==> src/rtl/mipi_csi_packet_decoder_8b4lane.sv <==
// -----------------------------------------------------------------------------
// mipi_csi_packet_decoder_8b4lane
//
// Purpose:
//   CSI-2 packet decoder sitting between the 4-lane byte aligner and the RAW
//   depacker. The first aligned word of every packet is parsed as the packet
//   header. Short packets with DT 0x00/0x01 produce frame start/end pulses.
//   RAW10/12/14 long packets (DT 0x2B/0x2C/0x2D) have exactly ceil(WC/4)
//   payload words forwarded as one continuous valid burst. The CRC footer and
//   any trailing filler are discarded.
//
// Ports:
//   clk_i           byte clock, single clock domain
//   reset_n_i       asynchronous active-low reset
//   data_valid_i    aligner valid, high from header word to end of packet
//   data_i          aligned bytes, lane0 = [7:0] ... lane3 = [31:24]
//   output_valid_o  payload word valid, continuous for the whole burst
//   data_o          payload word, same byte order as data_i
//   packet_type_o   DI[2:0] of the last accepted RAW long packet
//   frame_start_o   one-cycle pulse on short packet DT 0x00
//   frame_end_o     one-cycle pulse on short packet DT 0x01
//   packet_error_o  one-cycle pulse when a long packet is truncated
//
// Configuration:
//   MIPI_PACKET_DECODER_VC_FILTER_EN  when defined, packets whose virtual
//   channel differs from VIRTUAL_CHANNEL are silently drained. When undefined
//   the virtual channel field is ignored.
// -----------------------------------------------------------------------------
module mipi_csi_packet_decoder_8b4lane #(
    parameter int unsigned MIPI_GEAR       = 8,
    parameter int unsigned LANES           = 4,
    parameter logic [1:0]  VIRTUAL_CHANNEL = 2'd0
) (
    input  logic                         clk_i,
    input  logic                         reset_n_i,
    input  logic                         data_valid_i,
    input  logic [MIPI_GEAR*LANES-1:0]   data_i,
    output logic                         output_valid_o,
    output logic [MIPI_GEAR*LANES-1:0]   data_o,
    output logic [2:0]                   packet_type_o,
    output logic                         frame_start_o,
    output logic                         frame_end_o,
    output logic                         packet_error_o
);

    localparam int unsigned DATA_W = MIPI_GEAR * LANES;
    localparam int unsigned CNT_W  = 16;

    // Bytes consumed from the word count by one forwarded payload word.
    localparam logic [CNT_W-1:0] WORD_BYTES = CNT_W'(DATA_W / 8);

    localparam logic [5:0] DT_FRAME_START = 6'h00;
    localparam logic [5:0] DT_FRAME_END   = 6'h01;
    localparam logic [5:0] DT_RAW10       = 6'h2B;
    localparam logic [5:0] DT_RAW12       = 6'h2C;
    localparam logic [5:0] DT_RAW14       = 6'h2D;

    typedef enum logic [1:0] {
        ST_IDLE    = 2'd0,
        ST_PAYLOAD = 2'd1,
        ST_DRAIN   = 2'd2
    } state_t;

    state_t             state;
    state_t             state_next;
    logic [CNT_W-1:0]   remaining;
    logic [CNT_W-1:0]   remaining_next;

    logic               output_valid_next;
    logic [DATA_W-1:0]  data_next;
    logic [2:0]         packet_type_next;
    logic               frame_start_next;
    logic               frame_end_next;
    logic               packet_error_next;

    // Header field views of the current input word.
    logic [7:0]         hdr_di;
    logic [5:0]         hdr_dt;
    logic [1:0]         hdr_vc;
    logic [CNT_W-1:0]   hdr_wc;
    logic               hdr_is_raw;
    logic               vc_match;
    logic               vc_ok;

    // Header decode, only meaningful in the first valid cycle after IDLE.
    always_comb begin
        hdr_di     = data_i[7:0];
        hdr_dt     = hdr_di[5:0];
        hdr_vc     = hdr_di[7:6];
        hdr_wc     = {data_i[23:16], data_i[15:8]};
        hdr_is_raw = (hdr_dt == DT_RAW10) || (hdr_dt == DT_RAW12) ||
                     (hdr_dt == DT_RAW14);
        vc_match   = (hdr_vc == VIRTUAL_CHANNEL);
`ifdef MIPI_PACKET_DECODER_VC_FILTER_EN
        vc_ok      = vc_match;
`else
        // Every virtual channel is accepted in this build.
        vc_ok      = vc_match | 1'b1;
`endif
    end

    // State register.
    always_ff @(posedge clk_i or negedge reset_n_i) begin
        if (!reset_n_i) begin
            state <= ST_IDLE;
        end else begin
            state <= state_next;
        end
    end

    // Next-state and next-output logic.
    always_comb begin
        state_next        = state;
        remaining_next    = remaining;
        output_valid_next = 1'b0;
        data_next         = data_o;
        packet_type_next  = packet_type_o;
        frame_start_next  = 1'b0;
        frame_end_next    = 1'b0;
        packet_error_next = 1'b0;

        case (state)
            ST_IDLE: begin
                if (data_valid_i) begin
                    if (!vc_ok) begin
                        state_next = ST_DRAIN;
                    end else if (hdr_dt == DT_FRAME_START) begin
                        frame_start_next = 1'b1;
                        state_next       = ST_DRAIN;
                    end else if (hdr_dt == DT_FRAME_END) begin
                        frame_end_next = 1'b1;
                        state_next     = ST_DRAIN;
                    end else if (hdr_is_raw && (hdr_wc != '0)) begin
                        // Type is published one cycle before the first payload word.
                        packet_type_next = hdr_di[2:0];
                        remaining_next   = hdr_wc;
                        state_next       = ST_PAYLOAD;
                    end else begin
                        state_next = ST_DRAIN;
                    end
                end
            end

            ST_PAYLOAD: begin
                if (data_valid_i) begin
                    output_valid_next = 1'b1;
                    data_next         = data_i;
                    remaining_next    = (remaining > WORD_BYTES) ?
                                        (remaining - WORD_BYTES) : '0;
                    // Partial last word passes through; depacker ignores spare bytes.
                    if (remaining <= WORD_BYTES) begin
                        state_next = ST_DRAIN;
                    end
                end else begin
                    // Valid dropped before the burst completed.
                    packet_error_next = (remaining != '0);
                    remaining_next    = '0;
                    state_next        = ST_IDLE;
                end
            end

            ST_DRAIN: begin
                // Discard CRC and filler until the aligner closes the packet.
                if (!data_valid_i) begin
                    state_next = ST_IDLE;
                end
            end

            default: begin
                remaining_next = '0;
                state_next     = ST_IDLE;
            end
        endcase
    end

    // Registered datapath and output flags.
    always_ff @(posedge clk_i or negedge reset_n_i) begin
        if (!reset_n_i) begin
            remaining      <= '0;
            output_valid_o <= 1'b0;
            data_o         <= '0;
            packet_type_o  <= 3'd0;
            frame_start_o  <= 1'b0;
            frame_end_o    <= 1'b0;
            packet_error_o <= 1'b0;
        end else begin
            remaining      <= remaining_next;
            output_valid_o <= output_valid_next;
            data_o         <= data_next;
            packet_type_o  <= packet_type_next;
            frame_start_o  <= frame_start_next;
            frame_end_o    <= frame_end_next;
            packet_error_o <= packet_error_next;
        end
    end

endmodule
==> config.mk <==
export PLATFORM = sky130hd
export DESIGN_NAME = mipi_csi_packet_decoder_8b4lane
export DESIGN_NICKNAME = d
export VERILOG_FILES = /design/src/rtl/mipi_csi_packet_decoder_8b4lane.sv
export SDC_FILE = /design/constraint.sdc
export NUM_CORES = 1
export LEC_CHECK = 0
export ABC_CLOCK_PERIOD_IN_PS = 2250
export BUFFER_PORTS_ARGS = -buffer_cell sky130_fd_sc_hd__buf_2
export CORE_ASPECT_RATIO = 0.6
export CORE_MARGIN = 2
export CORE_UTILIZATION = 46
export DETAILED_ROUTE_END_ITERATION = 7
export PLACE_DENSITY = 0.81
export REMOVE_ABC_BUFFERS = 1
export SYNTH_ARGS = -nofsm -noshare
export SYNTH_HDL_FRONTEND = slang
export SYNTH_SLANG_ARGS = --single-unit
==> constraint.sdc <==
create_clock -name clk_i -period 2.25 [get_ports clk_i]
set_input_delay 0.1125 -clock clk_i [delete_from_list [all_inputs] [get_ports clk_i]]
set_output_delay 0.1125 -clock clk_i [all_outputs]
set_load 0.05 [all_outputs]
* Word-level counts from Yosys, hierarchy flattened *
Index checks and enable logic that the tools add are counted.

word-level totals
  output and inout port bits = 39
  logic and storage cells = 63
  register bits = 57
  bits of input ports = 35

operators by class
  add/subtract/negate cells = 1
  bitwise gates (word level) = 3
  muxes and demuxes = 26
  equal/unequal tests = 12
  reduce and logical (&&, ||, !) cells = 11
  $lt $le $gt $ge = 2

operators by type and width
  cell                                                            number
  two-way mux 16 bit                                              6
  case mux 16 bit (3 select lines)                                1
  nonzero test 16 bit                                             2
  == test 6 bit, second input constant                            3
  greater-than comparator 16 x 3 -> 1 bit, second input constant  1
  <= comparator 16 x 3 -> 1 bit, second input constant            1
  subtractor 16 x 3 -> 16 bit, second input constant              1
  two-way mux 2 bit                                               7
  two-way mux 1 bit                                               11
  != test 2 bit, second input constant                            5
  AND reduction 5 bit                                             2
  == test 6 x 1 -> 1 bit, second input constant                   1
  logical NOT 6 bit                                               1
  case mux 2 bit (3 select lines)                                 1
  != test 3 bit, second input constant                            1
  NOT 1 bit                                                       3
  AND reduction 3 bit                                             1
  == test 2 x 1 -> 1 bit, second input constant                   1
  == test 2 bit, second input constant                            1
  logical NOT 2 bit                                               1
  logical OR 1 bit                                                2
  AND reduction 2 bit                                             1
  logical AND 1 bit                                               1

* Logic depth before layout (Yosys ltp) *
Gate-level depths: netlist of the first run.

  word-level depth = 9
  depth in mapped cells = 7
  mapped depth without buffers = 6

* Worst setup path after synthesis of the first run *
OpenSTA, ideal clock, no wires.

  kind = register to register
  start point = reg remaining[6]
  end point = reg remaining[5]
  data arrival time = 1.654 ns
  clock period less this slack = 1.780 ns
  required time = 2.124 ns
  cell stages (with the launch flop) = 6
  path slack = 0.470 ns
  buffers on the path = 0
  cell sequence = dfrtp_1 nor4_4 nand3_2 o21ai_4 o22ai_2 a221o_1

on the way
  longest elaborated chain between the ends = 4

RTL lines
  what                                     line  text
  start, declared                          66    logic [CNT_W-1:0] remaining;
  start signal, assigned                   187   remaining <= remaining_next;
  greater-than comparator 16 x 3 -> 1 bit  148   remaining_next = (remaining > WORD_BYTES) ?
  two-way mux 16 bit                       148
  two-way mux 16 bit                       145   if (data_valid_i) begin
  case mux 16 bit (3 select lines)         122   case (state)

Every way passes these cells.
A chain may end at the register's enable or synchronous reset.

* Worst setup path in the final report of the first run *
  start point = in data_i[19]
  end point = reg remaining[7]

on the way
  longest elaborated chain between the ends = 4

RTL lines
  what                           line  text
  start, declared                37    input logic [MIPI_GEAR*LANES-1:0] data_i,
  nonzero test 16 bit            133   end else if (hdr_is_raw && (hdr_wc != '0)) begin
  logical AND 1 bit              133
  != test 2 bit (no line)        n/a
  AND reduction 5 bit (no line)  n/a

Every way passes these cells.

==> run metrics, run 1 <==
#FFs+latches synth 57; via count 2501; vias in the first global route 2610; setup violators final 0; utilization after layout 0.635; slowest stage cell on the critical path dlygate4sd3_1; Crit Reg-Reg Startpoint remaining[2]; initial core utilization 0.480; fin nets 424; DRT Wirelength 7500 µm; Setup CP Type input port to flip-flop; fin crit share 0.973; share of cells above drive strength 1 0.272; die area 6520 µm²; CTS tree yes; Async S/R FF share, synth 1.00; I/O Buffers 73; critical path's largest stage delay 530 ps; Gate Count Post-Synth 283; RSZ-0062 raised after global routing no; Unique masters post-synth 48; drt drc 0; worst-skew pair later-pin latency 340 ps; post-route ant nets 0; routability congestion estimate 0.927; TritonCTS Sinks 57; Die W 103 µm; relative slew slack 0.544; max cap viols 0; CP cell instances dlygate4sd3_1 > buf_2 > nor4_1 > nand4_1 > and4_1 > nor2_1 > a22o_1; Clk pin slew, worst setup/hold paths 60 ps; Root Driver clkbuf_8; initial antenna violation count 0; reg2reg setup slack 120 ps; Ports 74; deepest clock path buffer count 2; Syn. warnings 0; CTS resizes 0; min-delay worst type input port to flip-flop; Vias/cell 5.33; CP startpoint data_i[19]; WL/cell 16.0 µm; Die Y 63.3 µm; max-slew violations 0; Worst Path Buf+Inv 2; H-tree lvl count 3; outcome finished clean; Worst Reg-to-Reg Cells 6; post-synthesis sequential area ratio 0.528; crit start category input port; Synth Flop Type dfrtp_1; Post-Route Skew 4.95 ps; Crit. End Element flip-flop; crit-path max FO 14; syn avg cell area 9.54 µm²; WP data arrival 2470 ps; Worst-Margin Slew 684 ps; gr usage total 0.261; RR Endpoint remaining[12]; Setup WS pre-CTS 208 ps; Worst Setup EP remaining[7]; Final WS setup 61.3 ps; cts bufs inserted 9; WP data required 2530 ps; FMAX 457 MHz; Antenna Cells 0; drt first pass iters 4; Pleak 0.00188 µW; remaining global-route overflow 0; Peak VDD IR 0.000548 V; Levels on crit path 7; 1st-iter DRT viols 189; Largest delay share family, worst path simple AND/OR/NAND/NOR gates; placeable core area 5620 µm²; PwrDens 883 nW/µm²; Final HPWL DP 5140 µm; Area Overhead vs Synth 32.3%; largest net degree at the start of global routing 30; Hold Vio Cnt, Final 0; first-pass GRT wire length 12800 µm; Rows 21; Post-synth EDFFs 0; final worst path period need 2190 ps; Post-Syn Area 2700 µm²
## worst register-to-register path, stage by stage (launching register included)
cell and delay [ps]:
dfrtp_1 470, inv_1 100, ha_1 310, a21oi_1 370, o21ai_4 190, o32ai_1 430, a22o_1 210
## worst min path at each step
stage	to	startpoint	slack, ps	cells past startpoint
2_1_floorplan	data_o[0]	reset_n_i	-180	0
3_3_place_gp	data_o[2]	reset_n_i	1	1
3_5_place_dp	data_o[2]	reset_n_i	3	1
4_1_cts	frame_end_o	data_i[2]	0.7	2
5_1_grt	frame_end_o	data_i[2]	20	2
6_report	frame_start_o	data_i[2]	8	2
## metrics by stage
step / instance area [µm²] / total power [µW] / std cells / hold WS (ps) / TNS (ps)
5_1_grt: 3570 / 3340 / 469 / 18.5 / 0
4_1_cts: 3570 / 3170 / 469 / 0.748 / 0
2_1_floorplan: 2650 / 1950 / 272 / -183 / -2890
3_5_place_dp: 3190 / 2220 / 435 / 2.67 / 0
3_3_place_gp: 3190 / 2190 / 435 / 1.13 / 0
6_report: 3570 / 3150 / 469 / 7.83 / 0
## routing by layer
| metal | global-route usage | part of all wire | wire length, µm | up-vias |
|---|---|---|---|---|
| li1 | - | - | - | 1191 |
| met1 | 0.382 | 0.46 | 3440 | 1166 |
| met2 | 0.354 | 0.43 | 3190 | 125 |
| met3 | 0.0866 | 0.097 | 730 | 19 |
| met4 | 0.105 | 0.018 | 136 | 0 |
| met5 | 0 | 0 | 0 | - |
## cells in the mapped netlist, types with 2 or more instances
master / number / area [µm²]
nand2_1: 103 / 387
dfrtp_1: 57 / 1430
nor2_1: 14 / 52.6
clkbuf_1: 8 / 30.0
o22ai_1: 8 / 50.1
a22o_1: 7 / 61.3
o2bb2ai_1: 7 / 61.3
inv_1: 5 / 18.8
mux2i_1: 5 / 50.1
nand3_1: 5 / 25.0
nor4_1: 5 / 31.3
nor3_1: 4 / 20.0
ha_1: 3 / 37.5
mux2_1: 3 / 33.8
nor4_4: 3 / 63.8
o21ai_0: 3 / 15.0
a21oi_1: 2 / 10.0
a32oi_1: 2 / 17.5
and2_1: 2 / 12.5
buf_2: 2 / 10.0
nand2b_1: 2 / 12.5
nand4_1: 2 / 12.5
nor2b_1: 2 / 12.5
nor4b_1: 2 / 17.5
o221ai_1: 2 / 17.5
o32ai_1: 2 / 17.5
xor2_1: 2 / 17.5
## registers in the layout, summed over array words and instances, names as in the netlist
signal and flops:
data_o 32, frame_end_o 1, state 2, packet_type_o 3
remaining 16, packet_error_o 1, frame_start_o 1, output_valid_o 1
## cells by family after synthesis
family | synth area share
AND/OR/NAND/NOR | 0.263
flip-flops | 0.528
AO/OA/AOI/OAI | 0.130
buffers and inverters | 0.0273
multiplexers | 0.0310
adder cells (fa/ha/maj) | 0.0139
XOR/XNOR | 0.00649
## cells in the final DEF, fill, tap and decap left out, types with 3 or more instances in the layout
| cell type | n |
|---|---|
| dfrtp_1 | 57 |
| clkbuf_8 | 10 |
| inv_1 | 5 |
| nor4_1 | 5 |
| a22o_1 | 7 |
| o22ai_1 | 8 |
| nor4_4 | 3 |
| dlygate4sd3_1 | 20 |
| nand3_1 | 5 |
| ha_1 | 3 |
| nand2_1 | 103 |
| o2bb2ai_1 | 7 |
| mux2i_1 | 5 |
| o21ai_0 | 3 |
| nor3_1 | 4 |
| buf_4 | 10 |
| nor2_1 | 14 |
| mux2_1 | 3 |
| buf_2 | 73 |
| clkinv_2 | 3 |
## what timing repair did
item	CTS	global route
hold buffers	20	0
buffers inserted	0	0
hold endpoints to repair	43	0
## report_power, final
group	switching, µW	internal (µW)
combinational	589	322
clock	391	522
sequential	161	1170
## cell type report
type                       count  area [µm²]
inverter                       6        22.5
tap                           80         100
clock buffer                  10         138
multi-input combinational    209        1200
timing repair buffer         103         641
sequential                    57        1430
clock inverter                 4        45.0
fill                         467        2050
(Power assumes the default switching activity.)
==> inputs of run 2 (changes only) <==
Settings changed: BUFFER_PORTS_ARGS -buffer_cell sky130_fd_sc_hd__buf_2 to default, DONT_BUFFER_PORTS from default to 1, PLACE_DENSITY 0.81 to 0.7.
==> run 2 against run 1 <==
Compared with the run above: wire length decreased by 1.9%; sequential cell count did not move; sequential power rose by 19%; die area unchanged; utilization decreased by 2.7 points.
==> run metrics, run 2 (same netlist as run 1, synthesis figures left out) <==
Placed Instance Area 2800 µm² (-12%); Worst Path Buf+Inv 1 (-1); Setup CP Type flip-flop to flip-flop; Largest Register data_o; reg2reg setup slack 150 ps (+30 ps); WP data required 2480 ps (-50 ps); relative slew slack 0.515 (-0.0289); RR Endpoint remaining[7]; Crit. End Element flip-flop; setup violators final 0 (unchanged); 1st-iter DRT viols 208 (+10%); placed insts 359 (-17%); max-slew violations 0 (unchanged); TritonCTS Sinks 57 (unchanged); drt first pass iters 4 (unchanged); first-pass GRT wire length 12100 µm (-5.8%); DRT Wirelength 7360 µm (-1.9%); WHS 14.7 ps (+6.90 ps); Die W 103 µm (unchanged); initial core utilization 0.480 (unchanged); Antenna Cells 0 (unchanged); min-delay worst type input port to flip-flop; Final Non-Filler Cells 412 (-12%); placeable core area 5620 µm² (unchanged); crit-path max FO 16 (+2); CP cell instances nor4_4 > nand3_2 > o21ai_4 > buf_4 > o2bb2ai_1 > a22o_1; Peak VDD IR 0.000510 V (-6.9%); Worst Setup EP remaining[7]; critical path's largest stage delay 470 ps (-60 ps); most frequent cells in the layout nand2_1 (103), dfrtp_1 (57), dlygate4sd3_1 (36); drt drc 0 (unchanged); worst-skew pair later-pin latency 340 ps (about the same); sequential cell area 1430 µm² (unchanged); die area 6520 µm² (unchanged); share of cells above drive strength 1 0.0994 (-0.173); max reg flops 32 (unchanged); Die Y 63.3 µm (unchanged); WL/cell 17.9 µm (+12%); PwrDens 948 nW/µm² (+7.5%); routability congestion estimate 0.893 (-3.7%); post-route ant nets 0 (unchanged); Setup WS pre-CTS 194 ps (-13.3 ps); Post-Route Skew 14.1 ps (+9.18 ps); initial antenna violation count 0 (unchanged); Root Driver clkbuf_8; remaining global-route overflow 0 (unchanged); total power 3240 µW (+2.8%); gr usage total 0.252 (-0.00851); max cap viols 0 (unchanged); cts bufs inserted 9 (unchanged); Hold Vio Cnt, Final 0 (unchanged); Pleak 0.00161 µW (-14%); RSZ-0062 raised after global routing no; H-tree lvl count 3 (unchanged); Area Overhead vs Synth 26.6%; WP data arrival 2320 ps (-150 ps); Worst Reg-to-Reg Cells 6 (unchanged); fin crit share 0.931 (-0.0416); fin nets 365 (-14%); Ports 74 (unchanged); vias in the first global route 2334 (-11%); final instance area 3420 µm² (-4.3%); crit start category flip-flop; setup bufs post-CTS 0 (unchanged); slowest stage cell on the critical path o21ai_4; Vias/cell 5.64 (+5.8%); Levels on crit path 6 (-1); deepest clock path buffer count 2 (unchanged); CP startpoint remaining[8]; outcome finished clean; Largest delay share family, worst path compound AO/OA/AOI/OAI gates; largest net degree at the start of global routing 58 (+93%); FMAX 477 MHz (+4.5%); Crit Reg-Reg Startpoint remaining[8]; I/O Buffers 0 (-100%); Final WS setup 155 ps (+93.5 ps); Worst-Margin Slew 727 ps (+43.3 ps); CTS tree yes; multi-input logic area 1200 µm² (unchanged); Clk pin slew, worst setup/hold paths 80 ps (+20 ps); via count 2324 (-7.1%); Regs by FF count data_o x32, remaining x16, packet_type_o x3; Final HPWL DP 4590 µm (-11%); fillcell total 495 (+6.0%); CTS resizes 0 (unchanged); final worst path period need 2100 ps (-93.5 ps); most common cell after layout, fill and taps aside nand2_1; Rows 21 (unchanged)
-- run 2: changes by cell type in the layout (fill, tap and decap cells not counted) --
cell / delta
buf_16: +1
dlygate4sd3_1: +16
clkinv_4: +1
buf_4: -3
bufinv_16: +1
clkinvlp_4: +3
clkinv_2: -3
buf_2: -73
-- run 2: per-stage QoR --
step | TNS, ps | util
after detailed placement | 0 | 0.498
after CTS | 0 | 0.608
after floorplan | -2890 | -
final | 0 | 0.608
after global placement | 0 | 0.498
after global routing | 0 | 0.608
-- run 2: timing repair --
action	4_1_cts	5_1_grt
endpoints found under the hold margin	104	0
hold buffers	37	0
endpoints found under the setup margin	0	0
-- run 2: layout make-up --
| class | count | area share |
|---|---|---|
| tap | 80 | 0.0293 |
| timing repair buffer | 44 | 0.129 |
| inverter | 6 | 0.00659 |
| sequential | 57 | 0.417 |
| clock buffer | 10 | 0.0403 |
| multi-input combinational | 209 | 0.351 |
| clock inverter | 6 | 0.0267 |
-- run 2: how the worst min path moves through the flow --
stage                           from            to  slack (ps)  cells after the start
after floorplan            reset_n_i     data_o[0]        -180                      0
after global placement     reset_n_i     data_o[2]        -180                      0
after detailed placement   reset_n_i     data_o[0]        -180                      0
after CTS                 data_i[14]  remaining[6]           3                      2
after global routing      data_i[11]  remaining[3]          30                      2
final                     data_i[14]  remaining[6]          10                      2
-- run 2: report_power, final --
group          total (µW)  switching, µW  internal (µW)
registers            1580            420           1160
clock network        1090            440            655
logic                 565            293            273
-- run 2: layer usage --
| metal | wire length [µm] | GRT usage | vias up | share of wire |
|---|---|---|---|---|
| met4 | 52 | 0.0789 | 0 | 0.0071 |
| li1 | - | - | 1082 | - |
| met3 | 790 | 0.0977 | 6 | 0.11 |
| met2 | 3050 | 0.341 | 117 | 0.41 |
| met1 | 3460 | 0.369 | 1119 | 0.47 |
| met5 | 0 | 0 | - | 0 |
==> inputs of run 3 (changes only) <==
Settings changed: ABC_CLOCK_PERIOD_IN_PS 2250 to 2560.
Clock period 2.25 ns to 2.56 ns, I/O delays scaled along.
==> run 3 against run 2 <==
Compared with the run above: utilization decreased by 1.0 points; global-route usage down 1.1 points; non-clock buffer count down 5; largest power group unchanged; highest routed layer unchanged; worst hold slack improved by 8.1 ps; wire length shrank 2.7%; critical endpoint is now remaining[5]; first-iteration DRC count fell by 16%.
==> run metrics, run 3 (same netlist as run 1, synthesis figures left out) <==
1st-iter DRT viols 174 (-16%); PwrDens 826 nW/µm² (-13%); Antenna Cells 0 (unchanged); drt drc 0 (unchanged); Final TNS setup 0 ps (unchanged); WP data required 2780 ps (+300 ps); cts bufs inserted 9 (unchanged); multi-input logic area 1200 µm² (unchanged); most common cell after layout, fill and taps aside nand2_1; Hold Vio Cnt, Final 0 (unchanged); most frequent cells in the layout nand2_1 (103), dfrtp_1 (57), dlygate4sd3_1 (35); Setup WS pre-CTS 397 ps (+202 ps); relative slew slack 0.543 (+0.0274); FMAX 454 MHz (-4.9%); DRT Wirelength 7160 µm (-2.7%); Setup CP Type flip-flop to flip-flop; vias in the first global route 2342 (+0.34%); outcome finished clean; drt first pass iters 5 (+1); I/O Buffers 0 (unchanged); WL/cell 17.6 µm (-1.5%); sequential cell area 1430 µm² (unchanged); initial antenna violation count 0 (unchanged); crit-path max FO 19 (+3); Final HPWL DP 4500 µm (-1.9%); H-tree lvl count 3 (unchanged); Post-Route Skew 6.71 ps (-7.42 ps); Ports 74 (unchanged); WP data arrival 2420 ps (+100 ps); min-delay worst type input port to flip-flop; TritonCTS Sinks 57 (unchanged); routability congestion estimate 0.928 (+4.0%); Clk pin slew, worst setup/hold paths 70 ps (about the same); gr usage total 0.241 (-0.0107); worst-skew pair later-pin latency 340 ps (about the same); via count 2219 (-4.5%); initial core utilization 0.480 (unchanged); Area Overhead vs Synth 24.5%; first-pass GRT wire length 11800 µm (-2.7%); Pleak 0.00159 µW (-1.7%); Vias/cell 5.45 (-3.3%); Regs by FF count data_o x32, remaining x16, packet_type_o x3; CTS tree yes; setup violators final 0 (unchanged); Die W 103 µm (unchanged); placeable core area 5620 µm² (unchanged); remaining global-route overflow 0 (unchanged); reg2reg setup slack 360 ps (+200 ps); Worst-Margin Slew 686 ps (-41.1 ps); Final WS setup 356 ps (+201 ps); deepest clock path buffer count 2 (unchanged); Crit. End Element flip-flop; die area 6520 µm² (unchanged); RSZ-0062 raised after global routing no; post-route ant nets 0 (unchanged); Die Y 63.3 µm (unchanged); max cap viols 0 (unchanged); Rows 21 (unchanged); final worst path period need 2200 ps (+109 ps); Root Driver clkbuf_8; fillcell total 488 (-1.4%); fin nets 360 (-1.4%); share of cells above drive strength 1 0.0826 (-0.0168); Largest Register data_o; max-slew violations 0 (unchanged); max reg flops 32 (unchanged); largest net degree at the start of global routing 58 (unchanged); crit start category flip-flop; Peak VDD IR 0.000418 V (-18%); fin crit share 0.861 (-0.0702)
==> run 3: area by class of cell <==
type | instances | area share
sequential | 57 | 0.424
multi-input combinational | 209 | 0.357
timing repair buffer | 39 | 0.119
clock buffer | 11 | 0.0391
tap | 80 | 0.0298
clock inverter | 5 | 0.0238
inverter | 6 | 0.00670
==> run 3: where the power goes <==
| group | leakage, µW | switching (µW) | total [µW] | internal (µW) |
|---|---|---|---|---|
| logic | 0.000724 | 256 | 485 | 229 |
| registers | 0.000765 | 368 | 1390 | 1020 |
| clock network | 0.0000995 | 356 | 902 | 546 |
| total | 0.00159 | 979 | 2780 | 1800 |
==> run 3: what timing repair did <==
item	CTS	global route
buffers inserted	0	0
hold buffers	36	0
gates resized for setup	0	0
endpoints found under the setup margin	0	0
hold endpoints to repair	101	0
==> run 3: worst paths after layout <==
check | to | startpoint | cells after the start
setup / recovery | remaining[5] | remaining[6] | 5
hold / removal | data_o[22] | data_i[22] | 2
setup reg to reg | remaining[5] | remaining[6] | 5
hold reg to reg | remaining[0] | remaining[0] | 1
max in group asynchronous | data_o[16] | reset_n_i | 2
min in group asynchronous | remaining[15] | reset_n_i | 2
==> run 3: worst max-delay path: stages (launching register included) <==
cell     delay (ps)
dfrtp_1         440
nor4_4          430
nand3_2         210
o21ai_4         530
o22ai_2         110
a221o_1         360
==> run 3: metal layers <==
layer	share of wire	track usage	up-vias
li1	-	-	1058
met5	0	0	-
met4	0.0017	0.0411	0
met1	0.49	0.340	1060
met2	0.41	0.334	99
met3	0.092	0.129	2
==> run 3: per-stage QoR <==
stage | hold WS (ps) | util | area (µm²) | power (µW) | cells
floorplan | -168 | - | 2650 | 1710 | 272
global placement | -166 | 0.493 | 2770 | 1790 | 355
detailed placement | -166 | 0.493 | 2770 | 1810 | 355
CTS | 1.04 | 0.598 | 3360 | 2790 | 407
global route | 21.9 | 0.598 | 3360 | 2940 | 407
finish | 22.8 | 0.598 | 3360 | 2780 | 407
